### src/rtl/sd_blk_pkg.sv
// Shared types and constants for the SD block FIFO drain path.
// The SD_BLK_CRC16_EN build option uses the CRC constants below.
package sd_blk_pkg;

    localparam logic [15:0] CRC16_POLY  = 16'h1021;
    localparam logic [15:0] CRC16_INIT  = 16'h0000;
    localparam int          BLK_LEN_DEF = 512;

    typedef enum logic [2:0] {
        S_IDLE    = 3'd0,
        S_CHECK   = 3'd1,
        S_FETCH   = 3'd2,
        S_CAPTURE = 3'd3,
        S_SETTLE  = 3'd4,
        S_PRESENT = 3'd5,
        S_DONE    = 3'd6
    } state_t;

endpackage

### src/rtl/sd_crc16_byte.sv
// Combinational CRC16-CCITT step over one byte, MSB first.
// Used only when SD_BLK_CRC16_EN is defined.
module sd_crc16_byte
    import sd_blk_pkg::*;
#(
    parameter int DATA_W = 8
) (
    input  logic [15:0]       i_crc,
    input  logic [DATA_W-1:0] i_data,
    output logic [15:0]       o_crc
);

    logic [15:0] w_c;

    always_comb begin
        w_c = i_crc;
        for (int i = DATA_W - 1; i >= 0; i--) begin
            w_c = {w_c[14:0], 1'b0} ^
                  ((w_c[15] ^ i_data[i]) ? CRC16_POLY : 16'h0000);
        end
        o_crc = w_c;
    end

endmodule

### src/rtl/sd_blk_fifo_reader.sv
// Drains the SD write-data FIFO into a valid/ready byte stream, one block per start.
// Define SD_BLK_CRC16_EN to accumulate the block CRC16 on crc16.
module sd_blk_fifo_reader
    import sd_blk_pkg::*;
#(
    parameter int DATA_W  = 8,
    parameter int BLK_LEN = BLK_LEN_DEF,
    parameter int CNT_W   = 10
) (
    input  logic              clk,
    input  logic              reset,
    input  logic              start,
    input  logic              abort,
    input  logic              fifo_empty,
    output logic              rd_strb,
    input  logic [DATA_W-1:0] ram_dout,
    output logic [DATA_W-1:0] dout,
    output logic              dout_valid,
    input  logic              dout_ready,
    output logic              busy,
    output logic              blk_done,
    output logic [CNT_W-1:0]  byte_cnt,
    output logic [15:0]       crc16
);

    state_t            r_state;
    logic              r_rd_strb;
    logic [DATA_W-1:0] r_dout;
    logic              r_valid;
    logic              r_busy;
    logic              r_done;
    logic [CNT_W-1:0]  r_cnt;
    logic              w_last;

    assign w_last = (r_cnt == CNT_W'(BLK_LEN - 1));

`ifdef SD_BLK_CRC16_EN
    logic [15:0] r_crc;
    logic [15:0] w_crc_next;

    sd_crc16_byte #(
        .DATA_W (DATA_W)
    ) u_crc (
        .i_crc  (r_crc),
        .i_data (r_dout),
        .o_crc  (w_crc_next)
    );

    assign crc16 = r_crc;
`else
    assign crc16 = 16'h0000;
`endif

    always_ff @(posedge clk or posedge reset) begin
        if (reset) begin
            r_state   <= S_IDLE;
            r_rd_strb <= 1'b0;
            r_dout    <= '0;
            r_valid   <= 1'b0;
            r_busy    <= 1'b0;
            r_done    <= 1'b0;
            r_cnt     <= '0;
`ifdef SD_BLK_CRC16_EN
            r_crc     <= CRC16_INIT;
`endif
        end else begin
            r_rd_strb <= 1'b0;
            r_done    <= 1'b0;
            if (abort) begin
                // Abort also beats a same-cycle start; a popped byte is dropped
                r_state <= S_IDLE;
                r_valid <= 1'b0;
                r_busy  <= 1'b0;
            end else begin
                unique case (r_state)
                    S_IDLE: begin
                        if (start) begin
                            r_state <= S_CHECK;
                            r_busy  <= 1'b1;
                            r_cnt   <= '0;
`ifdef SD_BLK_CRC16_EN
                            r_crc   <= CRC16_INIT;
`endif
                        end
                    end
                    S_CHECK: begin
                        if (!fifo_empty) begin
                            r_state   <= S_FETCH;
                            r_rd_strb <= 1'b1;
                        end
                    end
                    S_FETCH: begin
                        r_state <= S_CAPTURE;
                    end
                    S_CAPTURE: begin
                        r_dout  <= ram_dout;
                        r_state <= S_SETTLE;
                    end
                    S_SETTLE: begin
                        // Gives the lagging empty flag time to see this pop
                        r_valid <= 1'b1;
                        r_state <= S_PRESENT;
                    end
                    S_PRESENT: begin
                        if (dout_ready) begin
                            r_valid <= 1'b0;
                            r_cnt   <= r_cnt + 1'b1;
`ifdef SD_BLK_CRC16_EN
                            r_crc   <= w_crc_next;
`endif
                            if (w_last) begin
                                r_state <= S_DONE;
                                r_done  <= 1'b1;
                            end else begin
                                r_state <= S_CHECK;
                            end
                        end
                    end
                    S_DONE: begin
                        r_state <= S_IDLE;
                        r_busy  <= 1'b0;
                    end
                    default: begin
                        r_state <= S_IDLE;
                        r_busy  <= 1'b0;
                        r_valid <= 1'b0;
                    end
                endcase
            end
        end
    end

    assign rd_strb    = r_rd_strb;
    assign dout       = r_dout;
    assign dout_valid = r_valid;
    assign busy       = r_busy;
    assign blk_done   = r_done;
    assign byte_cnt   = r_cnt;

endmodule

### config.mk
export PLATFORM = sky130hd
export DESIGN_NAME = sd_blk_fifo_reader
export DESIGN_NICKNAME = d
export VERILOG_FILES = /design/src/rtl/sd_blk_pkg.sv /design/src/rtl/sd_crc16_byte.sv /design/src/rtl/sd_blk_fifo_reader.sv
export SDC_FILE = /design/constraint.sdc
export NUM_CORES = 1
export LEC_CHECK = 0
export ABC_AREA = 1
export ABC_CLOCK_PERIOD_IN_PS = 2700
export CORE_MARGIN = 1
export CORE_UTILIZATION = 30
export DETAILED_ROUTE_END_ITERATION = 12
export PLACE_DENSITY = 0.67
export SLEW_MARGIN = 0
export SYNTH_ARGS = -nofsm -noshare
export SYNTH_HDL_FRONTEND = slang
export SYNTH_SLANG_ARGS = --single-unit
### constraint.sdc
create_clock -name clk -period 2.7 [get_ports clk]
set_input_delay 0.54 -clock clk [delete_from_list [all_inputs] [get_ports clk]]
set_output_delay 0.54 -clock clk [all_outputs]
set_load 0.01 [all_outputs]
# [After elaboration in Yosys (flattened, before gate mapping)]
# Index checks and enable logic that the tools add are counted.
# W data, S select, Z words.
[totals] ff_bits=25 in_bits=14 out_inout_bits=38 wordCells=54
[classes] addsub=1 eq_ne=14 muxes=22 n_bitwise=1 reduce_logical=9
[ops] operator="$mux W10" n=2
[ops] operator="$pmux W10 S2" n=1
[ops] operator="$pmux W3 S6" n=1
[ops] operator="$mux W3" n=5
[ops] operator="$mux W1" n=11
[ops] operator="$add A10 B1 Y10 const B" n=1
[ops] operator="$eq A10 B9 Y1 const B" n=1
[ops] operator="$reduce_or A5 Y1" n=2
[ops] operator="$eq A3 B3 Y1 const B" n=3
[ops] operator="$ne A3 B3 Y1 const B" n=3
[ops] operator="$eq A3 B2 Y1 const B" n=2
[ops] operator="$reduce_and A2 Y1" n=3
[ops] operator="$ne A2 B1 Y1 const B" n=2
[ops] operator="$ne A2 B2 Y1 const B" n=2
[ops] operator="$reduce_and A4 Y1" n=1
[ops] operator="$eq A3 B1 Y1 const B" n=1
[ops] operator="$logic_not A3 Y1" n=1
[ops] operator="$pmux W1 S3" n=1
[ops] operator="$reduce_and A3 Y1" n=1
[ops] operator="$pmux W1 S2" n=1
[ops] operator="$reduce_bool A2 Y1" n=1
[ops] operator="$not A1 Y1" n=1

# [Depth between registers and ports, before layout]
# Gate-level depths: netlist (run 1).
[depth] word_depth=5 depth_mapped=10 depth_no_buf=9

# [Worst setup path before layout (run 1)]
# No wires, ideal clock.
[synth_timing] path_type="reg-to-reg" startpoint="register r_cnt[0] (netlist: byte_cnt[0])" endpoint="register r_state[0]" setup_time_ns=0.116 t_arrival_ns=1.301 required_ns=2.584 path_slack_ns=1.283 stages_incl_launch_ff=9 n_path_buf=0 period_less_slack_ns=1.417 path_cell_list="dfrtp_1 -> ha_1 -> nand2_1 -> nor2_1 -> nand3_1 -> nand2_1 -> nand2_1 -> nand2_1 -> nand2_1"
[synth_between] elab_chain_len=5
[synth_rtl] element="start, declared" line="sd_blk_fifo_reader.sv:32" rtl="logic [CNT_W-1:0] r_cnt;"
[synth_rtl] element="start signal, assigned" line="sd_blk_fifo_reader.sv:107" rtl="r_cnt <= r_cnt + 1'b1;"
[synth_rtl] element="$eq A10 B9 Y1" line="sd_blk_fifo_reader.sv:35" rtl="assign w_last = (r_cnt == CNT_W'(BLK_LEN - 1));"
[synth_rtl] element="$mux W3" line="sd_blk_fifo_reader.sv:111" rtl="if (w_last) begin"
[synth_rtl] element="$mux W3" line="sd_blk_fifo_reader.sv:105" rtl="if (dout_ready) begin"
[synth_rtl] element="$pmux W3 S6" line="sd_blk_fifo_reader.sv:75" rtl="unique case (r_state)"
[synth_rtl] element="$mux W3" line="sd_blk_fifo_reader.sv:69" rtl="if (abort) begin"
[synth_rtl] element="end signal, assigned" line="sd_blk_fifo_reader.sv:71" rtl="r_state <= S_IDLE;"
[synth_rtl] element="end signal, assigned" line="sd_blk_fifo_reader.sv:78" rtl="r_state <= S_CHECK;"
[synth_rtl] element="end signal, assigned" line="sd_blk_fifo_reader.sv:112" rtl="r_state <= S_DONE;"
[synth_rtl] element="end, declared" line="sd_blk_fifo_reader.sv:26" rtl="state_t r_state;"
# Every way passes these cells. The select of a mux whose other input is x is not followed.
# A chain may end at the register's enable or synchronous reset.

# [Worst setup path in the final report (run 1)]
[layout_timing] startpoint="register r_cnt[0] (netlist: byte_cnt[0])" endpoint="output byte_cnt[0]"
[layout_rtl] element="end, declared" line="sd_blk_fifo_reader.sv:22" rtl="output logic [CNT_W-1:0] byte_cnt,"
# No word-level cell between the ends.

==> results.cfg, run 1 <==
[route]
drtPass1Iterations = 4
wl_um = 2900
ant_nets = 0
drt-initial-drc-count = 83
via_per_inst = 4.21
via_count = 1195
drcViolationCount = 0
post_drt_wl_per_cell_um = 10.2

[worst_setup_path]
crit_path_end_kind = output port
worstSetupStartpoint = byte_cnt[0]
path_max_fanout = 8
critPathMaxStageDelay_ns = 0.59
required_ns = 2.16
cp_num_buf_inv = 1
path_cells = clkdlybuf4s50_1
r2r_start = byte_cnt[0]
crit_slowest_cell = clkdlybuf4s50_1
start_kind = flop
arrival_ns = 1.36
crit_family = buffers and inverters
crit_type = flop to output port

[global_routing]
grt.total_usage = 0.115
grt_pass1_vias = 1088
met1_usage = 0.157
overflow = 0
gr-usage-met3 = 0.0262
antenna_found_initial = 0
grt_pass1_wl_um = 4760
grt_max_degree = 26
grt_busiest_layer = met2
grt_util_met2 = 0.177

[placement]
dp.cells = 280
port_buffers = 35
gp_congestion = 0.869
place_hpwl_um = 2180
pre_cts_ws_ns = 0.691

[hold_path]
holdCritPathClass = flop to flop
worstHoldStart = busy

[synthesis]
synthDistinctLibCells = 31
yosys.area.top_type = dfrtp_1
yosysSeqAreaShare = 0.412
synth-seq-cells = 25
syn_area_per_cell_um2 = 8.39
synthTopCellsByArea = dfrtp_1 41%, nand2_1 11%, buf_4 7.9%
synthCells = 181
yosys_warnings = 0
synth_top_area_frac = 0.412
synth_area_um2 = 1520

[sta]
setup_viol = 0
drv_slew = 0
worst_slack_ns = 0.805
fin_skew_ns = 0.00525
rsz0062_at_grt = false
fin_crit_sh = 0.702
finalHoldViolCount = 0
setup_tns_ns = 0
fmax_ghz = 0.528
finalCriticalPeriod_ns = 1.90

[run]
drv_cap = 0

[clock_tree]
ctsHoldBuffers = 0
cts_tree = yes
clk_pin_slew_ns = 0.09
clock-root-buffer = clkbuf_8
h-tree-depth = 1
cts.sinks = 25
ctsResizeCount = 0
numCtsBuffers = 3
clk_latency_ns = 0.27
clockBufferDepth = 2
post_cts_buffers = 0

[finish]
fin_cells = 284
final_common_cell = nand2_1
num_antenna_cells = 0
syn_to_final_growth_pct = 25.7
final_cell_mix = 43 x nand2_1, 35 x clkdlybuf4s50_1, 25 x dfrtp_1, 19 x nand3_1
nNetsFinal = 233
drive_gt1_frac = 0.157

[floorplan]
dieArea_um2 = 5350
core-area_um2 = 4790
die_w_um = 73.1
die_h_um = 73.1
row_count = 25
ios = 52
initial_core_util = 0.317

[run_status]
status = completed

[pwr]
ir_worst_vdd_v = 0.000284
cellLeakagePower_nw = 0.925
power_density_nw_per_um2 = 586
[report_power, final]
part | leakage [nW] | switching [mW] | internal, mW
Clock | 0.0217 | 0.124 | 0.105
Sequential | 0.340 | 0.0535 | 0.437
Combinational | 0.564 | 0.206 | 0.193
Total | 0.925 | 0.383 | 0.735
[metal layers]
metal	share of wire	wire length, um	vias up
met3	0.043	124	2
met2	0.47	1350	24
met5	0	0	-
met4	0.0059	17	0
met1	0.48	1410	544
li1	-	-	625
[state kept, by name, summed over array words and instances, names as in the netlist]
register and cells:
dout_valid 1, dout 8, busy 1, rd_strb 1
byte_cnt 10, r_state 3, blk_done 1
[kinds of logic (layout without fill, tap and decap cells)]
family | count (synthesis) | after routing | share of synthesized area
mux | 8 | 8 | 0.0594
other cells | 1 | 16 | 0.00247
fa+ha+maj | 1 | 1 | 0.00824
simple gates | 92 | 92 | 0.298
xor+xnor | 1 | 1 | 0.00577
flops | 25 | 25 | 0.412
compound gates | 13 | 13 | 0.0577
buf+inv | 40 | 61 | 0.157
[synth_stat cells (all sizes together)]
cell type and n:
nor4 1, nor2 13, dfrtp 25, nand3b 2
inv 21, buf 19, o21ai 10, xnor2 1
a21o 1, ha 1, or2 1, a21oi 1
o22ai 1, conb 1, mux2 8, nand3 19
nor3 1, nand4 6, nand2 49
[metrics by stage]
step                      instance area (um^2)   util  total power [mW]  hold slack [ns]
after global placement                    1860  0.388             0.898            0.463
after detailed placement                  1860  0.388             0.903            0.488
after floorplan                           1570      -             0.781            0.509
after CTS                                 1910  0.399              1.14            0.505
final                                     1910  0.399              1.12            0.493
after global routing                      1910  0.399              1.20            0.544
[final cells by class]
cell class / count / area (um^2)
Multi-Input combinational cell: 131 / 711
Clock inverter: 1 / 7.51
Clock buffer: 3 / 41.3
Tap cell: 67 / 83.8
Timing Repair Buffer: 36 / 358
Fill cell: 498 / 2880
Sequential cell: 25 / 626
Inverter: 21 / 81.3
[worst paths after layout]
kind,endpoint,slack [ns],cells after the start
max reg2reg,blk_done,1.03,5
max in group asynchronous,byte_cnt[1],1.84,3
min in group asynchronous,byte_cnt[3],0.61,3
max,byte_cnt[0],0.80,1
min reg2reg,busy,0.49,2
min,busy,0.49,2
[worst min-delay path: stages (launching register included)]
cell     delay [ns]
dfrtp_1        0.36
nand2_1        0.05
nand2_1        0.06
Note: power is estimated with default switching activity, not from simulation.
==> inputs of run 2 (changes only) <==
--- a/config.mk
+++ b/config.mk
@@ -6,7 +6,7 @@
 export NUM_CORES = 1
 export LEC_CHECK = 0
 export ABC_AREA = 1
-export ABC_CLOCK_PERIOD_IN_PS = 2700
+export ABC_CLOCK_PERIOD_IN_PS = 1900
 export CORE_MARGIN = 1
 export CORE_UTILIZATION = 30
 export DETAILED_ROUTE_END_ITERATION = 12
==> constraint.sdc (replaced) <==
create_clock -name clk -period 1.9 [get_ports clk]
set_input_delay 0.38 -clock clk [delete_from_list [all_inputs] [get_ports clk]]
set_output_delay 0.38 -clock clk [all_outputs]
set_load 0.01 [all_outputs]
==> run 2 against run 1 <==
Compared with the run above:
- cell count increased by 0.70%
- core utilization rose by 0.31 points
- largest power group unchanged
- sequential share of layout area fell by 0.26 points
- largest cell class unchanged
- hold slack worse by 0.042 ns
- sequential power increased by 42%
- global-route usage rose by 1.3 points
- critical path depth is 1 higher
- highest routed layer unchanged
==> results.cfg, run 2 (synthesis results as in run 1) <==
[run_status]
status = completed

[clock_tree]
clk_pin_slew_ns = 0.09
clock-root-buffer = clkbuf_8
numCtsBuffers = 3
ctsHoldBuffers = 0
cts.sinks = 25
post_cts_buffers = 0
clockBufferDepth = 2
cts_tree = yes
clk_latency_ns = 0.27
h-tree-depth = 1
ctsResizeCount = 0

[route]
drtPass1Iterations = 4
via_count = 1246
ant_nets = 0
post_drt_wl_per_cell_um = 10.6
via_per_inst = 4.36
drcViolationCount = 0
wl_um = 3040
drt-initial-drc-count = 60

[sta]
finalCriticalPeriod_ns = 1.71
holdWs_ns = 0.451
rsz0062_at_grt = false
worst_slack_ns = 0.194
fmax_ghz = 0.586
setup_tns_ns = 0
setup_viol = 0
finalHoldViolCount = 0
fin_skew_ns = 0.00434
drv_slew = 0
fin_crit_sh = 0.898

[placement]
port_buffers = 35
place_hpwl_um = 2280
pre_cts_ws_ns = 0.151
gp_congestion = 0.906
dp.cells = 282

[hold_path]
holdCritPathClass = input pin to asynchronous set/reset pin

[finish]
final_cell_mix = 43 x nand2_1, 35 x clkdlybuf4s50_1, 25 x dfrtp_1, 19 x nand3_1
fin_cells = 286
drive_gt1_frac = 0.164
fillers = 497
syn_to_final_growth_pct = 26.7
num_antenna_cells = 0
largest_reg_flops = 10
final_common_cell = nand2_1
nNetsFinal = 235

[worst_setup_path]
arrival_ns = 1.33
start_kind = flop
required_ns = 1.52
crit_type = flop to output port
crit_path_end_kind = output port
path_max_fanout = 7
r2r_cells = 5

[pwr]
power_density_nw_per_um2 = 827
ir_worst_vdd_v = 0.000569
swShare = 0.343
p_clk_frac = 0.204
power_frac_seq = 0.437
p_comb_frac = 0.359
power_switching_uw = 545
cellLeakagePower_nw = 0.936
p_int_mw = 1.05
power_mw = 1.59

[floorplan]
row_count = 25
ios = 52
core-area_um2 = 4790
initial_core_util = 0.317
die_h_um = 73.1
dieArea_um2 = 5350
die_w_um = 73.1

[run]
drv_cap = 0

[global_routing]
grt_pass1_wl_um = 5290
overflow = 0
grt_max_degree = 26
grt_pass1_vias = 1194
grt.total_usage = 0.128
antenna_found_initial = 0
[run 2: final cells by class]
type,count,area (um^2),area share
multi-input combinational,131,711,0.370
sequential,25,626,0.325
timing repair buffer,38,373,0.194
tap,67,83.8,0.0436
inverter,21,81.3,0.0423
clock buffer,3,41.3,0.0215
clock inverter,1,7.51,0.00390
[run 2: power groups by stage]
stage / sequential, mW / combinational, mW / clock (mW)
floorplan: 0.716 / 0.393 / 0
global placement: 0.708 / 0.568 / 0
detailed placement: 0.707 / 0.575 / 0
CTS: 0.696 / 0.577 / 0.344
global route: 0.712 / 0.632 / 0.367
finish: 0.696 / 0.570 / 0.325
[run 2: worst paths after layout]
check                           slack, ns           to   startpoint
worst max-delay path                 0.19  byte_cnt[0]  byte_cnt[0]
worst min-delay path                 0.45  byte_cnt[1]        reset
worst max register to register       0.30     blk_done  byte_cnt[1]
worst min register to register       0.49         busy         busy
max in group asynchronous            1.20   r_state[1]        reset
min in group clk                     0.49         busy         busy
[run 2: stage by stage]
step	cell area, um^2	utilization
5_1_grt	1920	0.402
2_1_floorplan	1570	-
4_1_cts	1920	0.402
3_3_place_gp	1870	0.392
6_report	1920	0.402
3_5_place_dp	1870	0.392
[run 2: routing by layer]
| layer | part of all wire | routed length [um] | vias to the layer above | GRT usage |
|---|---|---|---|---|
| met2 | 0.48 | 1460 | 34 | 0.210 |
| li1 | - | - | 628 | - |
| met4 | 0.012 | 37 | 0 | 0.0501 |
| met3 | 0.049 | 148 | 4 | 0.0304 |
| met1 | 0.46 | 1400 | 580 | 0.162 |
| met5 | 0 | 0 | - | 0 |
[run 2: critical path: stages (launching register included)]
cell and delay [ns]:
dfrtp_1 0.36, buf_4 0.15, clkdlybuf4s50_1 0.54
==> inputs of run 3 (changes only) <==
--- a/config.mk
+++ b/config.mk
@@ -11,6 +11,7 @@
 export CORE_UTILIZATION = 30
 export DETAILED_ROUTE_END_ITERATION = 12
 export PLACE_DENSITY = 0.67
+export REMOVE_ABC_BUFFERS = 1
 export SLEW_MARGIN = 0
 export SYNTH_ARGS = -nofsm -noshare
 export SYNTH_HDL_FRONTEND = slang
==> run 3 against run 2 <==
Compared with the run above:
- non-clock buffer count unchanged
- total power up 0.94%
- die area unchanged
- clock-buffer cell count unchanged
- clock skew down 0.0035 ns
- sequential power about the same
- core utilization unchanged
- largest cell class unchanged
- combinational power about the same
- setup slack worse by 0.00070 ns
- critical path depth unchanged
- routed wire length down 1.8%
==> results.cfg, run 3 (synthesis results as in run 1) <==
[pwr]
cellLeakagePower_nw = 0.936
power_density_nw_per_um2 = 835
ir_worst_vdd_v = 0.000503
power_mw = 1.61

[placement]
place_hpwl_um = 2190
gp_congestion = 0.864
pre_cts_ws_ns = 0.159
port_buffers = 35
placed_area_um2 = 1870

[route]
via_per_inst = 4.42
via_count = 1263
drcViolationCount = 0
wl_um = 2990
drt-initial-drc-count = 87
drtPass1Iterations = 4
post_drt_wl_per_cell_um = 10.4
ant_nets = 0

[worst_setup_path]
required_ns = 1.52
arrival_ns = 1.33
path_max_fanout = 7
start_kind = flop
cp_num_buf_inv = 2
crit_family = buffers and inverters
crit_type = flop to output port
crit_path_end_kind = output port
critPathMaxStageDelay_ns = 0.54
crit_slowest_cell = clkdlybuf4s50_1
path_cells = buf_4 > clkdlybuf4s50_1

[run_status]
status = completed

[finish]
syn_to_final_growth_pct = 26.7
nNetsFinal = 235
largest_reg_flops = 10
num_antenna_cells = 0
drive_gt1_frac = 0.164
final_common_cell = nand2_1
final_cell_mix = 43 x nand2_1, 35 x clkdlybuf4s50_1, 25 x dfrtp_1, 19 x nand3_1
fillers = 508
final_cell_area_um2 = 1920

[run]
drv_cap = 0

[clock_tree]
h-tree-depth = 1
clk_latency_ns = 0.27
cts.sinks = 25
post_cts_buffers = 0
numCtsBuffers = 3
ctsResizeCount = 0
clk_pin_slew_ns = 0.10
clock-root-buffer = clkbuf_8
cts_tree = yes
clockBufferDepth = 2
ctsHoldBuffers = 0

[sta]
worst_slack_ns = 0.193
finalHoldViolCount = 0
rsz0062_at_grt = false
setup_viol = 0
holdWs_ns = 0.448
finalCriticalPeriod_ns = 1.71
drv_slew = 0
fin_skew_ns = 0.000884
setup_tns_ns = 0
fmax_ghz = 0.586
fin_crit_sh = 0.898

[global_routing]
overflow = 0
grt_max_degree = 26
grt_pass1_wl_um = 5240
grt_pass1_vias = 1201
grt.total_usage = 0.124
antenna_found_initial = 0

[hold_path]
holdCritPathClass = input pin to asynchronous set/reset pin

[floorplan]
die_h_um = 73.1
die_w_um = 73.1
ios = 52
core-area_um2 = 4790
dieArea_um2 = 5350
initial_core_util = 0.317
row_count = 25
run 3: cell counts in the layout (fill, tap and decap cells not counted):
Identical to the previous run, type by type.
run 3: worst paths after layout:
path                             start     endpoint  slack (ns)  cells past startpoint
min in group clk                  busy         busy        0.49                      2
setup / recovery           byte_cnt[0]  byte_cnt[0]        0.19                      2
max in group asynchronous        reset      dout[5]        1.21                      3
hold reg to reg                   busy         busy        0.49                      2
hold / removal                   reset  byte_cnt[2]        0.45                      3
setup reg to reg           byte_cnt[1]   r_state[0]        0.32                      8
run 3: stage by stage:
stage          std cells   util
6_report             286  0.402
5_1_grt              286  0.402
4_1_cts              286  0.402
3_5_place_dp         282  0.392
3_3_place_gp         282  0.392
2_1_floorplan        177      -
run 3: cell type report:
class                      instances  area, um^2  share of cell area
sequential                        25         626               0.325
inverter                          21        81.3              0.0423
multi-input combinational        131         711               0.370
timing repair buffer              38         373               0.194
clock buffer                       3        41.3              0.0215
tap                               67        83.8              0.0436
clock inverter                     1        7.51             0.00390
run 3: layer usage:
layer / wire, um / part of all wire / GRT usage / vias up
met3: 162 / 0.054 / 0.0262 / 5
li1: - / - / - / 626
met4: 32 / 0.011 / 0.0327 / 0
met2: 1340 / 0.45 / 0.206 / 40
met5: 0 / 0 / 0 / -
met1: 1450 / 0.48 / 0.164 / 592
run 3: power by group:
part / leakage (nW) / internal (mW) / switching (mW)
clock network: 0.0217 / 0.149 / 0.189
registers: 0.340 / 0.621 / 0.0776
logic: 0.574 / 0.277 / 0.293
run 3: worst register-to-register path, delay by kind of cell (launching register included):
kind,cells,cell delay (ns)
adders and majority gates,1,0.25
DFF,1,0.45
and+or+nand+nor,7,0.79
